[src/rtl/msg_source_framer_if.sv]
// Beat-in / framed-word-out link between portal logic and the host-bound framer.
// master is the environment side; slave is the framer side.
interface msg_source_framer_if #(
  parameter int width = 32
);
  logic             EN_beat;
  logic             RDY_beat;
  logic [width-1:0] beat;
  logic             last;
  logic [15:0]      method_id;
  logic             EN_msg;
  logic             RDY_msg;
  logic [width-1:0] msg;
  logic             msg_last;
  logic             overflow;

  modport master (
    output EN_beat, beat, last, method_id, RDY_msg,
    input  RDY_beat, EN_msg, msg, msg_last, overflow
  );

  modport slave (
    input  EN_beat, beat, last, method_id, RDY_msg,
    output RDY_beat, EN_msg, msg, msg_last, overflow
  );
endinterface

[src/rtl/msg_source_framer.sv]
// Store-and-forward framer: buffers a whole message, then emits a
// {method_id, length} header followed by the payload beats.
module msg_source_framer #(
  parameter int width = 32,
  parameter int depth = 16
) (
  input logic                 CLK,
  input logic                 RST,
  msg_source_framer_if.slave  bus
);

  localparam int CW = $clog2(depth + 1);
  localparam int AW = (depth > 1) ? $clog2(depth) : 1;
  localparam logic [CW-1:0] LAST_IDX = CW'(depth - 1);

  localparam logic [1:0] FILL = 2'd0;
  localparam logic [1:0] HDR  = 2'd1;
  localparam logic [1:0] DATA = 2'd2;

  logic [1:0]       state_q, state_d;
  logic [CW-1:0]    count_q, count_d;
  logic [CW-1:0]    rd_q, rd_d;
  logic [15:0]      mid_q, mid_d;
  logic             ovf_q, ovf_d;
  logic [width-1:0] buf_q [depth];

  logic             rdyBeat;
  logic             enMsg;
  logic             beatXfer;
  logic             msgXfer;
  logic             lastWord;
  logic [15:0]      len;
  logic [width-1:0] msgWord;

  assign rdyBeat  = (state_q == FILL);
  assign enMsg    = (state_q == HDR) || (state_q == DATA);
  assign beatXfer = bus.EN_beat && rdyBeat;
  assign msgXfer  = enMsg && bus.RDY_msg;
  assign lastWord = (state_q == DATA) && (rd_q == (count_q - CW'(1)));
  // Length counts the header word as well as the payload beats.
  assign len      = 16'(count_q) + 16'd1;

  always_comb begin
    state_d = state_q;
    count_d = count_q;
    rd_d    = rd_q;
    mid_d   = mid_q;
    ovf_d   = ovf_q;
    case (state_q)
      FILL: begin
        if (beatXfer) begin
          count_d = count_q + CW'(1);
          if (count_q == '0) mid_d = bus.method_id;
          if (bus.last) begin
            state_d = HDR;
          end else if (count_q == LAST_IDX) begin
            // Buffer full without a last: close the message here and flag it.
            state_d = HDR;
            ovf_d   = 1'b1;
          end
        end
      end
      HDR: begin
        if (msgXfer) begin
          rd_d    = '0;
          state_d = DATA;
        end
      end
      DATA: begin
        if (msgXfer) begin
          rd_d = rd_q + CW'(1);
          if (lastWord) begin
            count_d = '0;
            state_d = FILL;
          end
        end
      end
      default: state_d = FILL;
    endcase
  end

  always_comb begin
    msgWord = '0;
    if (state_q == HDR) begin
      msgWord[31:0] = {mid_q, len};
    end else if (state_q == DATA) begin
      msgWord = buf_q[rd_q[AW-1:0]];
    end
  end

  always_ff @(posedge CLK) begin
    if (RST) begin
      state_q <= FILL;
      count_q <= '0;
      rd_q    <= '0;
      mid_q   <= '0;
      ovf_q   <= 1'b0;
    end else begin
      state_q <= state_d;
      count_q <= count_d;
      rd_q    <= rd_d;
      mid_q   <= mid_d;
      ovf_q   <= ovf_d;
    end
  end

  // Payload storage needs no reset; stale entries are never read back.
  always_ff @(posedge CLK) begin
    if (beatXfer && !RST) begin
      buf_q[count_q[AW-1:0]] <= bus.beat;
    end
  end

  assign bus.RDY_beat = rdyBeat;
  assign bus.EN_msg   = enMsg;
  assign bus.msg      = msgWord;
  assign bus.msg_last = lastWord;
  assign bus.overflow = ovf_q;

endmodule

[src/flat_wrapper.sv]
// flat-port wrapper written by rule: the top's interface ports become plain ports
module msg_source_framer_flat 
#(
  parameter int width = 32,
  parameter int depth = 16
)
  (CLK, RST, bus_EN_beat, bus_beat, bus_last, bus_method_id, bus_RDY_msg, bus_RDY_beat, bus_EN_msg, bus_msg, bus_msg_last, bus_overflow);
  msg_source_framer_if #(.width(width)) bus_i ();
  input logic CLK;
  input logic RST;
  input wire logic [$bits(bus_i.EN_beat)-1:0] bus_EN_beat;
  input wire logic [$bits(bus_i.beat)-1:0] bus_beat;
  input wire logic [$bits(bus_i.last)-1:0] bus_last;
  input wire logic [$bits(bus_i.method_id)-1:0] bus_method_id;
  input wire logic [$bits(bus_i.RDY_msg)-1:0] bus_RDY_msg;
  output wire logic [$bits(bus_i.RDY_beat)-1:0] bus_RDY_beat;
  output wire logic [$bits(bus_i.EN_msg)-1:0] bus_EN_msg;
  output wire logic [$bits(bus_i.msg)-1:0] bus_msg;
  output wire logic [$bits(bus_i.msg_last)-1:0] bus_msg_last;
  output wire logic [$bits(bus_i.overflow)-1:0] bus_overflow;
  assign bus_i.EN_beat = bus_EN_beat;
  assign bus_i.beat = bus_beat;
  assign bus_i.last = bus_last;
  assign bus_i.method_id = bus_method_id;
  assign bus_i.RDY_msg = bus_RDY_msg;
  assign bus_RDY_beat = bus_i.RDY_beat;
  assign bus_EN_msg = bus_i.EN_msg;
  assign bus_msg = bus_i.msg;
  assign bus_msg_last = bus_i.msg_last;
  assign bus_overflow = bus_i.overflow;
  msg_source_framer #(.width(width), .depth(depth)) u_core (.CLK(CLK), .RST(RST), .bus(bus_i));
endmodule
[config.mk]
export PLATFORM = sky130hd
export DESIGN_NAME = msg_source_framer_flat
export DESIGN_NICKNAME = d
export VERILOG_FILES = /design/src/rtl/msg_source_framer_if.sv /design/src/rtl/msg_source_framer.sv /design/src/flat_wrapper.sv
export SDC_FILE = /design/constraint.sdc
export NUM_CORES = 1
export LEC_CHECK = 0
export ABC_AREA = 1
export BUFFER_PORTS_ARGS = -buffer_cell sky130_fd_sc_hd__buf_2
export CAP_MARGIN = 25
export CORE_ASPECT_RATIO = 0.7
export CORE_UTILIZATION = 38
export CTS_CLUSTER_SIZE = 30
export DETAILED_ROUTE_END_ITERATION = 8
export GPL_ROUTABILITY_DRIVEN = 0
export REMOVE_ABC_BUFFERS = 1
export SLEW_MARGIN = 0
export SYNTH_ARGS = -nofsm -noshare
export SYNTH_HDL_FRONTEND = slang
export SYNTH_SLANG_ARGS = --single-unit
[constraint.sdc]
create_clock -name CLK -period 3.54 [get_ports CLK]
set_clock_uncertainty 0.2 [all_clocks]
set_input_delay 0.531 -clock CLK [delete_from_list [all_inputs] [get_ports CLK]]
set_output_delay 0.531 -clock CLK [all_outputs]
set_load 0.01 [all_outputs]
; Yosys cells after proc, flatten, opt, wreduce, memory -nomap -nowiden
; Memories as Yosys holds them, arrays and structs flattened. A register that Yosys moved wholly into a read port is not among the register bits.
; Index checks and enable logic that the tools add are counted.
[totals]
ff_bits = 29
mem_bits_rw = 512
input_bits = 53
output_inout_bits = 36
elab_cells = 55
memories = 1
[op_classes]
n_addsub = 4
n_eq_ne = 9
mux = 20
bitwise = 1
n_reduce_logical = 15
[mem_list]
columns = memory, words, word_bits, read_ports, rd_clocked_by_memory_dff, write_ports, line_no
row1 = u_core.buf_q, 16, 32, 1, 1, 1, msg_source_framer.sv:25  ; logic [width-1:0] buf_q [depth];
[ops]
columns = cell, n
row1 = 2-to-1 mux 32 bit, 2
row2 = 2-to-1 mux 5 bit, 5
row3 = one-hot mux 5 bit (2 select lines), 2
row4 = 2-to-1 mux 2 bit, 6
row5 = adder 5 x 1 -> 5 bit (second input constant), 2
row6 = 2-to-1 mux 4 bit, 2
row7 = AND reduction 4 bit, 2
row8 = adder 5 x 1 -> 6 bit (second input constant), 1
row9 = one-hot mux 2 bit (3 select lines), 1
row10 = AND reduction 3 bit, 2
row11 = == test 5 x 4 -> 1 bit (second input constant), 1
row12 = == test 5 bit, 1
row13 = zero test 5 bit, 1
row14 = AND reduction 5 bit, 1
row15 = subtractor 5 x 1 -> 5 bit (second input constant), 1
row16 = logical AND 1 bit, 4
row17 = != test 2 x 1 -> 1 bit (second input constant), 2
row18 = != test 2 bit (second input constant), 2
row19 = nonzero test 2 bit, 2
row20 = != test 3 bit (second input constant), 1
row21 = == test 2 x 1 -> 1 bit (second input constant), 1
row22 = == test 2 bit (second input constant), 1
row23 = zero test 2 bit, 1
row24 = 2-to-1 mux 1 bit, 2
row25 = 3 further kinds, 3

; Depth between registers and ports, before layout
[depth]
depth_word = 7
ltp_mapped = 14
ltp_nobuf = 14

; Worst setup path after synthesis
; No wires, ideal clock.
[synth_timing]
path_type = flip-flop to flip-flop
start = register u_core.state_q[0]
end = memory u_core.buf_q[3][0] (enable)
setup_ns = 0.461
t_arrival_ns = 3.256
required_time_ns = 2.879
path_slack_ns = -0.377
path_stages_with_launch = 7
path_buffers = 0
period_less_slack_ns = 3.917
path_cell_list = dfxtp_1 -> inv_1 -> ha_1 -> nand2_1 -> nor2_1 -> inv_1 -> nor3_1
[synth_between]
elab_chain_cells = 5
[synth_rtl]
columns = element, line_no
row1 = "start, declared", msg_source_framer.sv:20  ; logic [1:0] state_q, state_d;
row2 = "start signal, assigned", msg_source_framer.sv:99  ; state_q <= state_d;
row3 = zero test 2 bit, msg_source_framer.sv:35  ; assign rdyBeat = (state_q == FILL);
row4 = named net bus_RDY_beat, flat_wrapper.sv:16  ; output wire logic [$bits(bus_i.RDY_beat)-1:0] bus_RDY_beat;
row5 = logical AND 1 bit, msg_source_framer.sv:37  ; assign beatXfer = bus.EN_beat && rdyBeat;
row6 = logical AND 1 bit, msg_source_framer.sv:109  ; if (beatXfer && !RST) begin
row7 = 2-to-1 mux 1 bit, msg_source_framer.sv:109
row8 = 2-to-1 mux 1 bit (not written as such), msg_source_framer.sv:110  ; buf_q[count_q[AW-1:0]] <= bus.beat;
row9 = "end, declared", msg_source_framer.sv:25
; The timed path passes the listed nets, and every way through them passes these cells.

; Worst setup path after layout
[layout_timing]
start = register u_core.state_q[0]
end = output port bus_msg[0]
[layout_between]
elab_chain_cells = 3
word_cells_on_any_way = 4
classes_between = eq/ne: 2 / mux: 2
[layout_rtl]
columns = element, line_no
row1 = == test 2 bit, msg_source_framer.sv:86  ; end else if (state_q == DATA) begin
row2 = 2-to-1 mux 32 bit, msg_source_framer.sv:86
row3 = 2-to-1 mux 32 bit (*), msg_source_framer.sv:84  ; if (state_q == HDR) begin
row4 = "end, declared", flat_wrapper.sv:18  ; output wire logic [$bits(bus_i.msg)-1:0] bus_msg;
; Mark *: on every way between the ends. The rest lies on a longest branch, timed or not.

==> impl_metrics.json <==
{
  "outcome": "complete, but fails checks",
  "failed_checks": "DRC",
  "relSlewSlack": 0.510,
  "dp_worst_setup_slack_ns": 0.562,
  "numPortBuffers": 88,
  "seq_power_share": 0.420,
  "clk_latency_ns": 0.57,
  "placementRows": 73,
  "num-nets-final": 1860,
  "number_of_i_o_pins": 89,
  "share_of_post_route_cells_with_drive_strength_above_1": 0.126,
  "part_of_the_total_power_dissipated_in_the_clock_network": 0.296,
  "worstSetupStartpointType": "flop",
  "grt_setup_unrepaired": "false",
  "synth.cell_area_um2": 21800,
  "cts_num_sinks": 545,
  "starting_density": 0.385,
  "synth_top_area_cell": "sky130_fd_sc_hd__edfxtp_1",
  "finalHoldViolCount": 0,
  "endpoint_kind": "output pin",
  "tritoncts.num_buffers": 51,
  "die_h_um": 203,
  "final.period_utilization": 0.954,
  "final_common_cell": "sky130_fd_sc_hd__edfxtp_1",
  "detail_route.vias_per_cell": 5.51,
  "htreeDepth": 2,
  "worstMarginPinSlew_ns": 0.733,
  "layout.filler_cells": 5085,
  "cts-root-to-sink-buffers": 3,
  "cp_required_ns": 2.81,
  "power.combinational.fraction": 0.284,
  "timing_worst_setup_path_type": "reg -> out",
  "worst-endpoint-arrival_ns": 2.64,
  "power_density_nw_per_um2": 718,
  "gr-usage-all-layers": 0.195,
  "groute.layer.met3.usage": 0.0299,
  "grt_start_max_net_pins": 144,
  "average_size_of_a_mapped_cell_um2": 12.7,
  "yosysWarnings": 0,
  "slew_violations": 0,
  "finish.instance_area_um2": 25000,
  "via_count": 14200,
  "synth_largest_type_area_fraction": 0.704,
  "die_area_um2": 58400,
  "path_max_fanout": 22,
  "route.antenna.remaining_nets": 0,
  "final_cell_mix": "sky130_fd_sc_hd__edfxtp_1, sky130_fd_sc_hd__nor2_1, sky130_fd_sc_hd__o21ai_0",
  "synth_area_leaders": "sky130_fd_sc_hd__edfxtp_1, sky130_fd_sc_hd__nor2_1, sky130_fd_sc_hd__o21ai_0",
  "die_x_extent_um": 288,
  "clkSlewWorstSetupHoldPaths_ns": 0.07,
  "grt_first_pass_wirelength_mm": 85.4,
  "max_cap_viol_count": 0,
  "ys_seq_elements": 545,
  "route.detailed.wl_per_inst_um": 22.2,
  "core-area_um2": 56700,
  "post_synth_inst_count": 1714,
  "place.detailed.hpwl_mm": 30.0,
  "detailed_place.area_um2": 23300,
  "post-route-worst-setup-slack_ns": 0.165,
  "post-route-drc-count": 8,
  "static-leakage-power_uw": 0.00834,
  "sequential_cell_area_fraction_in_the_yosys_report": 0.735,
  "syn_to_final_growth_pct": 14.6,
  "setup-violations-final": 0,
  "maxClockFrequency_mhz": 296,
  "grt_antenna_before_repair": 1,
  "final_period_minus_worst_setup_slack_ns": 3.38,
  "drt_pass1_iterations": 7,
  "netlist-cell-type-count": 34,
  "grt_busiest_layer": "met2",
  "grt_use_met2": 0.300,
  "worst_ir_drop_vdd_v": 0.000451,
  "worstHoldPathType": "in -> reg",
  "grt-ovfl-total": 0,
  "number_of_global_route_vias_before_repair": 13400,
  "sw_frac_of_total": 0.338,
  "cellInternalPower_uw": 11900,
  "whs_ns": 0.0317,
  "switching_power_uw": 6070,
  "route.final.wire_length_mm": 57.5,
  "gr-usage-met1": 0.292,
  "clockRootBuffer": "sky130_fd_sc_hd__clkbuf_16",
  "first_iter_violations": 1568,
  "cts_tree": "done"
}
==> layout make-up <==
type                       instances  area (µm²)  share of cell area
multi-input combinational       1020        5170               0.207
sequential                       545       16000               0.642
inverter                          37         146             0.00585
clock inverter                    33         273              0.0109
antenna                            2        5.00            0.000200
timing repair buffer             142        1100              0.0440
tap                              750         938              0.0375
clock buffer                      59        1330              0.0531
==> sequential cells by signal, indices dropped and copies added (netlist names), named ones only <==
| signal | cells |
|---|---|
| u_core.mid_q | 16 |
| u_core.count_q | 5 |
| u_core.state_q | 2 |
| u_core.rd_q | 5 |
| u_core.bus.overflow | 1 |
| u_core.buf_q | 512 |
==> synth_stat cells, drive strengths merged <==
library cell  number
a31oi              1
a211oi             1
clkbuf            62
o22ai             18
edfxtp           512
ha                10
nor2             353
nand3             59
buf               50
o211ai            36
o221ai            85
o31ai              1
a21boi             1
nor3               9
nand2            140
o21ai            281
dfxtp             33
clkinv             4
inv               33
xor2               1
a21oi             14
nand4              8
or2                2
==> worst paths after layout <==
path                               startpoint                          endpoint  slack, ns  cells past startpoint
max reg2reg    u_core.state_q[0]$_SDFFE_PP0P_     u_core.buf_q[13][4]$_DFFE_PP_       0.77                      7
min                          bus_method_id[2]      u_core.mid_q[2]$_SDFFE_PP0P_       0.03                      3
max            u_core.state_q[0]$_SDFFE_PP0P_                        bus_msg[0]       0.16                      8
min reg2reg  u_core.bus.overflow$_SDFFE_PP0P_  u_core.bus.overflow$_SDFFE_PP0P_       0.29                      2
==> routing by layer <==
layer / wire [µm] / share of wire / vias to the layer above
li1: - / - / 6507
met1: 26100 / 0.45 / 7105
met2: 26300 / 0.46 / 566
met3: 4360 / 0.076 / 69
met4: 874 / 0.015 / 0
met5: 0 / 0 / -
==> cells by family after synthesis <==
kind of cell | after synthesis | share of synthesized area
adders and majority gates | 10 | 0.00573
and+or+nand+nor | 571 | 0.105
DFF | 545 | 0.735
buffers and inverters | 149 | 0.0339
xor gates and xnor gates | 1 | 0.000401
AOI/OAI and AO/OA | 438 | 0.121
==> power groups by stage <==
stage / Clock, µW / Sequential (µW) / Combinational (µW)
final: 5310 / 7540 / 5100
after global routing: 5620 / 7570 / 5680
after CTS: 5400 / 7540 / 5120
after detailed placement: 0 / 7670 / 5090
after global placement: 0 / 7660 / 5030
after floorplan: 0 / 7950 / 2930
==> worst max-delay path, cell delays in order (launching register included) <==
cell and delay (ns):
sky130_fd_sc_hd__dfxtp_1 0.32, sky130_fd_sc_hd__inv_1 0.10, sky130_fd_sc_hd__ha_1 0.30, sky130_fd_sc_hd__inv_1 0.18, sky130_fd_sc_hd__nor2_2 0.25, sky130_fd_sc_hd__buf_4 0.42
sky130_fd_sc_hd__nand3_1 0.19, sky130_fd_sc_hd__o21ai_1 0.13, sky130_fd_sc_hd__buf_2 0.17
==> timing repair <==
item | in CTS | in global routing
setup endpoints to repair | 10 | 0
hold buffers | 12 | 0
setup buffers | 0 | 0
endpoints found under the hold margin | 12 | 0
gates resized for setup | 1 | 0
==> stage by stage <==
stage	utilization	setup TNS, ns	power, µW	cells
floorplan	-	-217.97	10900	1602
global placement	0.410	0	12700	2482
global route	0.441	0	18900	2586
CTS	0.441	0	18100	2586
finish	0.441	0	17900	2588
detailed placement	0.410	0	12800	2482
Power figures use the tool's default switching activity.
